File: config.mk
export PLATFORM = sky130hd
export DESIGN_NAME = mem_port_arbiter_flat
export DESIGN_NICKNAME = d
export VERILOG_FILES = /design/src/rtl/mem_port_arbiter_pkg.sv /design/src/rtl/mem_port_arbiter_if.sv /design/src/rtl/mem_port_arbiter_rr.sv /design/src/rtl/mem_port_arbiter.sv /design/src/flat_wrapper.sv
export SDC_FILE = /design/constraint.sdc
export NUM_CORES = 1
export LEC_CHECK = 0
export CAP_MARGIN = 5
export CORE_UTILIZATION = 35
export CTS_BUF_LIST = sky130_fd_sc_hd__clkbuf_4 sky130_fd_sc_hd__clkbuf_8
export CTS_CLUSTER_DIAMETER = 50
export DETAILED_ROUTE_END_ITERATION = 16
export PLACE_DENSITY = 0.72
export SLEW_MARGIN = 20
export SYNTH_ARGS = -nofsm -noshare
export SYNTH_HDL_FRONTEND = slang
export SYNTH_SLANG_ARGS = --single-unit
File: constraint.sdc
create_clock -name clk -period 6.5 [get_ports clk]
set_input_delay 1.3 -clock clk [delete_from_list [all_inputs] [get_ports clk]]
set_output_delay 1.3 -clock clk [all_outputs]
set_load 0.01 [all_outputs]
File: src/rtl/mem_port_arbiter_pkg.sv
// Shared types and constants for the two-port memory arbiter.
// Holds the FSM state encoding, write-size encodings and the default read wait.
package mem_arb_pkg;

    typedef enum logic [1:0] {
        IDLE  = 2'd0,
        READ  = 2'd1,
        WRITE = 2'd2,
        DONE  = 2'd3
    } arb_state_e;

    localparam logic [1:0] WSRC_WORD    = 2'b00;
    localparam logic [1:0] WSRC_BYTE    = 2'b01;
    localparam logic [1:0] WSRC_HALF    = 2'b10;
    localparam logic [1:0] WSRC_ILLEGAL = 2'b11;

    localparam int READ_WAIT_DEFAULT = 3;
    localparam int WAIT_CNT_W        = 4;

endpackage

File: src/rtl/mem_port_arbiter_if.sv
// Requester and memory-side signal bundle for mem_port_arbiter.
// The arbiter uses the slave modport; the surrounding system uses master.
interface mem_port_arbiter_if;

    logic        p0_req;
    logic        p0_we;
    logic [31:0] p0_addr;
    logic [31:0] p0_wdata;
    logic [1:0]  p0_wsrc;
    logic        p0_ack;
    logic [31:0] p0_rdata;

    logic        p1_req;
    logic        p1_we;
    logic [31:0] p1_addr;
    logic [31:0] p1_wdata;
    logic [1:0]  p1_wsrc;
    logic        p1_ack;
    logic [31:0] p1_rdata;

    logic        mem_read;
    logic        mem_write;
    logic [31:0] mem_addr;
    logic [31:0] mem_write_data;
    logic [1:0]  mem_write_data_src;
    logic [31:0] mem_read_data;

    modport master (
        output p0_req, p0_we, p0_addr, p0_wdata, p0_wsrc,
        input  p0_ack, p0_rdata,
        output p1_req, p1_we, p1_addr, p1_wdata, p1_wsrc,
        input  p1_ack, p1_rdata,
        input  mem_read, mem_write, mem_addr, mem_write_data, mem_write_data_src,
        output mem_read_data
    );

    modport slave (
        input  p0_req, p0_we, p0_addr, p0_wdata, p0_wsrc,
        output p0_ack, p0_rdata,
        input  p1_req, p1_we, p1_addr, p1_wdata, p1_wsrc,
        output p1_ack, p1_rdata,
        output mem_read, mem_write, mem_addr, mem_write_data, mem_write_data_src,
        input  mem_read_data
    );

endinterface

File: src/rtl/mem_port_arbiter_rr.sv
// Two-way grant decision for mem_port_arbiter: round-robin by default,
// fixed priority (port 0 wins) when ARB_FIXED_PRIO_EN is defined.
module mem_arb_rr (
    input  logic       clk,
    input  logic       reset,
    input  logic [1:0] req,
    input  logic       advance,
    output logic       grant
);

`ifdef ARB_FIXED_PRIO_EN

    logic unused_ok;

    assign grant     = ~req[0];
    assign unused_ok = ^{clk, reset, advance, req[1]};

`else

    logic last_q;

    // On a tie the port that was not served last wins; otherwise the lone requester.
    always_comb begin
        grant = req[1];
        if (req == 2'b11) begin
            grant = ~last_q;
        end
    end

    always_ff @(posedge clk or posedge reset) begin
        if (reset) begin
            last_q <= 1'b1;
        end else if (advance) begin
            last_q <= grant;
        end
    end

`endif

endmodule

File: src/rtl/mem_port_arbiter.sv
// Two-port memory arbiter: serialises port 0/1 requests onto one memory port.
// Grant policy is round-robin unless ARB_FIXED_PRIO_EN is defined.
module mem_port_arbiter
    import mem_arb_pkg::*;
#(
    parameter int READ_WAIT = READ_WAIT_DEFAULT
) (
    input  logic               clk,
    input  logic               reset,
    mem_port_arbiter_if.slave  bus
);

    localparam logic [WAIT_CNT_W-1:0] LAST_CNT = WAIT_CNT_W'(READ_WAIT - 1);

    arb_state_e            state_q, state_d;
    logic [WAIT_CNT_W-1:0] cnt_q, cnt_d;
    logic                  port_q, port_d;
    logic                  mem_read_q, mem_read_d;
    logic                  mem_write_q, mem_write_d;
    logic [31:0]           mem_addr_q, mem_addr_d;
    logic [31:0]           mem_wdata_q, mem_wdata_d;
    logic [1:0]            mem_wsrc_q, mem_wsrc_d;
    logic [1:0]            ack_q, ack_d;
    logic [31:0]           rdata0_q, rdata0_d;
    logic [31:0]           rdata1_q, rdata1_d;

    logic [1:0]            req;
    logic                  grant;
    logic                  advance;
    logic                  sel_we;
    logic [31:0]           sel_addr;
    logic [31:0]           sel_wdata;
    logic [1:0]            sel_wsrc;

    assign req     = {bus.p1_req, bus.p0_req};
    assign advance = (state_q == IDLE) && (|req);

    mem_arb_rr u_rr (
        .clk     (clk),
        .reset   (reset),
        .req     (req),
        .advance (advance),
        .grant   (grant)
    );

    assign sel_we    = grant ? bus.p1_we    : bus.p0_we;
    assign sel_addr  = grant ? bus.p1_addr  : bus.p0_addr;
    assign sel_wdata = grant ? bus.p1_wdata : bus.p0_wdata;
    assign sel_wsrc  = grant ? bus.p1_wsrc  : bus.p0_wsrc;

    // Memory strobes and acks default low; only READ keeps mem_read asserted.
    always_comb begin
        state_d     = state_q;
        cnt_d       = cnt_q;
        port_d      = port_q;
        mem_read_d  = 1'b0;
        mem_write_d = 1'b0;
        mem_addr_d  = mem_addr_q;
        mem_wdata_d = mem_wdata_q;
        mem_wsrc_d  = mem_wsrc_q;
        ack_d       = 2'b00;
        rdata0_d    = rdata0_q;
        rdata1_d    = rdata1_q;

        case (state_q)
            IDLE: begin
                if (|req) begin
                    port_d     = grant;
                    mem_addr_d = sel_addr;
                    cnt_d      = '0;
                    if (sel_we) begin
                        state_d     = WRITE;
                        mem_wdata_d = sel_wdata;
                        mem_wsrc_d  = sel_wsrc;
                        mem_write_d = (sel_wsrc != WSRC_ILLEGAL);
                    end else begin
                        state_d    = READ;
                        mem_read_d = 1'b1;
                    end
                end
            end
            READ: begin
                mem_read_d = 1'b1;
                if (cnt_q == LAST_CNT) begin
                    mem_read_d    = 1'b0;
                    state_d       = DONE;
                    ack_d[port_q] = 1'b1;
                    if (port_q) begin
                        rdata1_d = bus.mem_read_data;
                    end else begin
                        rdata0_d = bus.mem_read_data;
                    end
                end else begin
                    cnt_d = cnt_q + 1'b1;
                end
            end
            WRITE: begin
                state_d       = DONE;
                ack_d[port_q] = 1'b1;
            end
            DONE: begin
                state_d = IDLE;
            end
            default: begin
                state_d = IDLE;
            end
        endcase
    end

    always_ff @(posedge clk or posedge reset) begin
        if (reset) begin
            state_q     <= IDLE;
            cnt_q       <= '0;
            port_q      <= 1'b0;
            mem_read_q  <= 1'b0;
            mem_write_q <= 1'b0;
            mem_addr_q  <= '0;
            mem_wdata_q <= '0;
            mem_wsrc_q  <= WSRC_WORD;
            ack_q       <= 2'b00;
            rdata0_q    <= '0;
            rdata1_q    <= '0;
        end else begin
            state_q     <= state_d;
            cnt_q       <= cnt_d;
            port_q      <= port_d;
            mem_read_q  <= mem_read_d;
            mem_write_q <= mem_write_d;
            mem_addr_q  <= mem_addr_d;
            mem_wdata_q <= mem_wdata_d;
            mem_wsrc_q  <= mem_wsrc_d;
            ack_q       <= ack_d;
            rdata0_q    <= rdata0_d;
            rdata1_q    <= rdata1_d;
        end
    end

    assign bus.mem_read           = mem_read_q;
    assign bus.mem_write          = mem_write_q;
    assign bus.mem_addr           = mem_addr_q;
    assign bus.mem_write_data     = mem_wdata_q;
    assign bus.mem_write_data_src = mem_wsrc_q;
    assign bus.p0_ack             = ack_q[0];
    assign bus.p1_ack             = ack_q[1];
    assign bus.p0_rdata           = rdata0_q;
    assign bus.p1_rdata           = rdata1_q;

endmodule

File: src/flat_wrapper.sv
// flat-port wrapper written by rule: the top's interface ports become plain ports
module mem_port_arbiter_flat import mem_arb_pkg::*;
#(
    parameter int READ_WAIT = READ_WAIT_DEFAULT
)
  (clk, reset, bus_p0_req, bus_p0_we, bus_p0_addr, bus_p0_wdata, bus_p0_wsrc, bus_p0_ack, bus_p0_rdata, bus_p1_req, bus_p1_we, bus_p1_addr, bus_p1_wdata, bus_p1_wsrc, bus_p1_ack, bus_p1_rdata, bus_mem_read, bus_mem_write, bus_mem_addr, bus_mem_write_data, bus_mem_write_data_src, bus_mem_read_data);
  mem_port_arbiter_if bus_i ();
  input  logic clk;
  input  logic reset;
  input wire logic [$bits(bus_i.p0_req)-1:0] bus_p0_req;
  input wire logic [$bits(bus_i.p0_we)-1:0] bus_p0_we;
  input wire logic [$bits(bus_i.p0_addr)-1:0] bus_p0_addr;
  input wire logic [$bits(bus_i.p0_wdata)-1:0] bus_p0_wdata;
  input wire logic [$bits(bus_i.p0_wsrc)-1:0] bus_p0_wsrc;
  output wire logic [$bits(bus_i.p0_ack)-1:0] bus_p0_ack;
  output wire logic [$bits(bus_i.p0_rdata)-1:0] bus_p0_rdata;
  input wire logic [$bits(bus_i.p1_req)-1:0] bus_p1_req;
  input wire logic [$bits(bus_i.p1_we)-1:0] bus_p1_we;
  input wire logic [$bits(bus_i.p1_addr)-1:0] bus_p1_addr;
  input wire logic [$bits(bus_i.p1_wdata)-1:0] bus_p1_wdata;
  input wire logic [$bits(bus_i.p1_wsrc)-1:0] bus_p1_wsrc;
  output wire logic [$bits(bus_i.p1_ack)-1:0] bus_p1_ack;
  output wire logic [$bits(bus_i.p1_rdata)-1:0] bus_p1_rdata;
  output wire logic [$bits(bus_i.mem_read)-1:0] bus_mem_read;
  output wire logic [$bits(bus_i.mem_write)-1:0] bus_mem_write;
  output wire logic [$bits(bus_i.mem_addr)-1:0] bus_mem_addr;
  output wire logic [$bits(bus_i.mem_write_data)-1:0] bus_mem_write_data;
  output wire logic [$bits(bus_i.mem_write_data_src)-1:0] bus_mem_write_data_src;
  input wire logic [$bits(bus_i.mem_read_data)-1:0] bus_mem_read_data;
  assign bus_i.p0_req = bus_p0_req;
  assign bus_i.p0_we = bus_p0_we;
  assign bus_i.p0_addr = bus_p0_addr;
  assign bus_i.p0_wdata = bus_p0_wdata;
  assign bus_i.p0_wsrc = bus_p0_wsrc;
  assign bus_p0_ack = bus_i.p0_ack;
  assign bus_p0_rdata = bus_i.p0_rdata;
  assign bus_i.p1_req = bus_p1_req;
  assign bus_i.p1_we = bus_p1_we;
  assign bus_i.p1_addr = bus_p1_addr;
  assign bus_i.p1_wdata = bus_p1_wdata;
  assign bus_i.p1_wsrc = bus_p1_wsrc;
  assign bus_p1_ack = bus_i.p1_ack;
  assign bus_p1_rdata = bus_i.p1_rdata;
  assign bus_mem_read = bus_i.mem_read;
  assign bus_mem_write = bus_i.mem_write;
  assign bus_mem_addr = bus_i.mem_addr;
  assign bus_mem_write_data = bus_i.mem_write_data;
  assign bus_mem_write_data_src = bus_i.mem_write_data_src;
  assign bus_i.mem_read_data = bus_mem_read_data;
  mem_port_arbiter #(.READ_WAIT(READ_WAIT)) u_core (.clk(clk), .reset(reset), .bus(bus_i));
endmodule
==> flow_summary.yaml <==
sta:
  finalSetupViolCount: 0
  slew_violations: 0
  finalCritPeriodShare: 0.573
  fin_skew_ns: 0.0123
  hold_slack_ns: 0.479
  max_freq_ghz: 0.269
  rsz0062_at_grt: "no"
  hold_viol_final: 0
  tightest_slew_ns: 0.882
  period_minus_slack_ns: 3.72
  tns_ns: 0
  slew-limit-headroom: 0.412
routing:
  vias_per_cell: 4.71
  drc: 0
  wl_per_cell_um: 16.0
  antenna_left: 0
  wl_um: 16000
  drt_iter0_markers: 99
  drtPass1Iterations: 4
  vias: 4709
placement:
  gp_congestion: 0.755
  dp_hpwl_um: 12200
  place_inst: 967
  placed_cell_area_sq_um: 9530
  io_buffers: 303
floorplanning:
  fp.dieW_um: 136
  die-area_sq_um: 18600
  core_sq_um: 17400
  fp.dieH_um: 136
  start_util: 0.362
  fp-row-count: 48
  io_pins: 304
yosys:
  ys.flop_type: "dfrtp_1"
  synth.top_cell.area_share: 0.560
  yosys.cell_count.top_type: "dfrtp_1"
  syn_nets: 634
  synthDistinctLibCells: 36
  synthesis.area_sq_um: 6300
  ys_ff_latch: 142
  synth_top_cells_by_count: "dfrtp_1 (141), mux2_2 (102), nand2_1 (40)"
  async_flop_share: 1.00
  ys_seq_area_frac: 0.564
  synth-edff-count: 0
  synthCells: 458
  synth_top_cell_by_area: "dfrtp_1"
  ys_warn_count: 0
  synth.avg_cell_area_sq_um: 13.8
  synthTopCellsByArea: "dfrtp_1 (56%), mux2_2 (18%), mux2_4 (6.9%)"
cts:
  cts_buffers: 17
  post_cts.repair.setup_buffers: 0
  clk_latency_ns: 0.43
  cts_resized: 0
  cts_max_path_buffers: 2
  path_clk_slew_ns: 0.08
  ctsHoldBuffers: 0
  clock-sinks: 142
  cts-root-buf: "clkbuf_8"
  cts_tree: "yes"
  htreeDepth: 4
critical_path:
  arrival_ns: 4.04
  worstSetupPathType: "in2reg"
  cp-start-kind: "primary input"
  crit_path_max_fanout: 50
  cp_data_required_time_ns: 6.81
  cp-end-kind: "flip-flop"
final_layout:
  syn_to_final_growth_pct: 57.3
  final_cells: 999
  drive_gt1_frac: 0.231
  final_util: 0.569
  final_cell_area_sq_um: 9910
  antenna_cells: 0
  layout.nets: 937
grt:
  grt_overflow: 0
  grt_first_pass_wirelength_um: 24900
  grt_antenna_before_repair: 1
  grt_use_total: 0.175
  grt_max_degree: 100
  grt_pass1_vias: 4966
status:
  run_status: "complete, no violations"
hold_path:
  hp-class: "reg2reg"
job:
  maxCapViolations: 0
power:
  cellPowerDensity_nw_per_um2: 436
  p_leak_nw: 4.26
  ir_worst_vdd_mv: 0.224
registers in the layout, indices dropped and copies added, names as in the netlist:
signal and flops:
u_core.u_rr.last_q 1, u_core.port_q 1, u_core.bus.mem_addr 32, u_core.cnt_q 4
u_core.bus.mem_write_data_src 2, u_core.ack_q 2, u_core.bus.mem_read 1, u_core.bus.mem_write_data 32
u_core.bus.mem_write 1, u_core.bus.p0_rdata 32, u_core.bus.p1_rdata 32, u_core.state_q 2
stage by stage:
step                      setup slack [ns]  power [W]
final                                 2.78    0.00432
after global placement                2.43    0.00361
after detailed placement              2.32    0.00368
after floorplan                       1.39    0.00253
after global routing                  2.68    0.00460
after CTS                             2.78    0.00439
cells by family (layout without fill, tap and decap cells):
logic type                 Yosys count  in the layout  synth area share
muxes                              164            164             0.304
buffers and inverters               31            347            0.0274
and+or+nand+nor                     62             62            0.0449
DFF                                142            142             0.564
adders and majority gates            6              6            0.0119
AOI/OAI and AO/OA                   53             53            0.0482
worst paths after layout:
path | from | endpoint | slack, ns | cells past startpoint
worst max register to register | u_core.u_rr.last_q$_DFFE_PP1N_ | u_core.bus.mem_write_data[18]$_DFFE_PP0P_ | 3.96 | 4
max in group asynchronous | reset | u_core.bus.mem_write_data[31]$_DFFE_PP0P_ | 3.93 | 3
worst max-delay path | bus_p1_req | u_core.bus.mem_write_data[18]$_DFFE_PP0P_ | 2.78 | 5
min in group asynchronous | reset | u_core.bus.p0_rdata[22]$_DFFE_PP0P_ | 1.41 | 2
worst min-delay path | u_core.bus.mem_addr[18]$_DFFE_PP0N_ | u_core.bus.mem_addr[18]$_DFFE_PP0N_ | 0.48 | 2
worst min register to register | u_core.bus.mem_addr[18]$_DFFE_PP0N_ | u_core.bus.mem_addr[18]$_DFFE_PP0N_ | 0.48 | 2
power breakdown:
part           leakage (nW)  internal (W)  switching [W]
Combinational          2.36       0.00127       0.000789
Sequential             1.73       0.00133       0.000246
Clock                 0.177      0.000314       0.000368
Total                  4.26       0.00292        0.00140
worst max-delay path, cell delays in order:
cell	delay, ns
clkdlybuf4s50_1	0.61
a21boi_4	0.66
buf_4	0.71
mux2_2	0.42
mux2_4	0.27
metal layers:
| layer | share of wire | wire length [um] | GRT usage | vias up |
|---|---|---|---|---|
| li1 | - | - | - | 2230 |
| met5 | 0.00081 | 13 | 0 | - |
| met3 | 0.094 | 1500 | 0.0597 | 21 |
| met1 | 0.38 | 6050 | 0.191 | 2244 |
| met4 | 0.016 | 262 | 0.0623 | 2 |
| met2 | 0.51 | 8200 | 0.311 | 212 |
layout make-up:
class / instances / area [sq um]
well taps: 225 / 282
fillers: 1435 / 7500
clock inverters: 15 / 150
clock buffers: 17 / 234
repair buffers: 309 / 3080
flip-flops and latches: 142 / 3550
multi-input cells: 285 / 2590
inverters: 6 / 27.5
layout by cell type, fill, tap and decap left out, drive strengths merged:
master	instances
a21bo	1
a21boi	1
a21o	1
a21oi	5
a22o	1
a311oi	1
a31o	1
a31oi	2
and3	1
buf	6
bufinv	1
clkbuf	17
clkdlybuf4s50	303
clkinvlp	6
dfrtp	141
dfstp	1
ha	6
inv	14
mux2	132
mux2i	32
nand2	41
nand2b	3
nand3	4
nor2	5
nor3	3
nor3b	2
nor4	1
o21a	1
o21ai	38
o22ai	1
or2	1
or3b	1
Note: power is estimated with default switching activity, not from simulation.
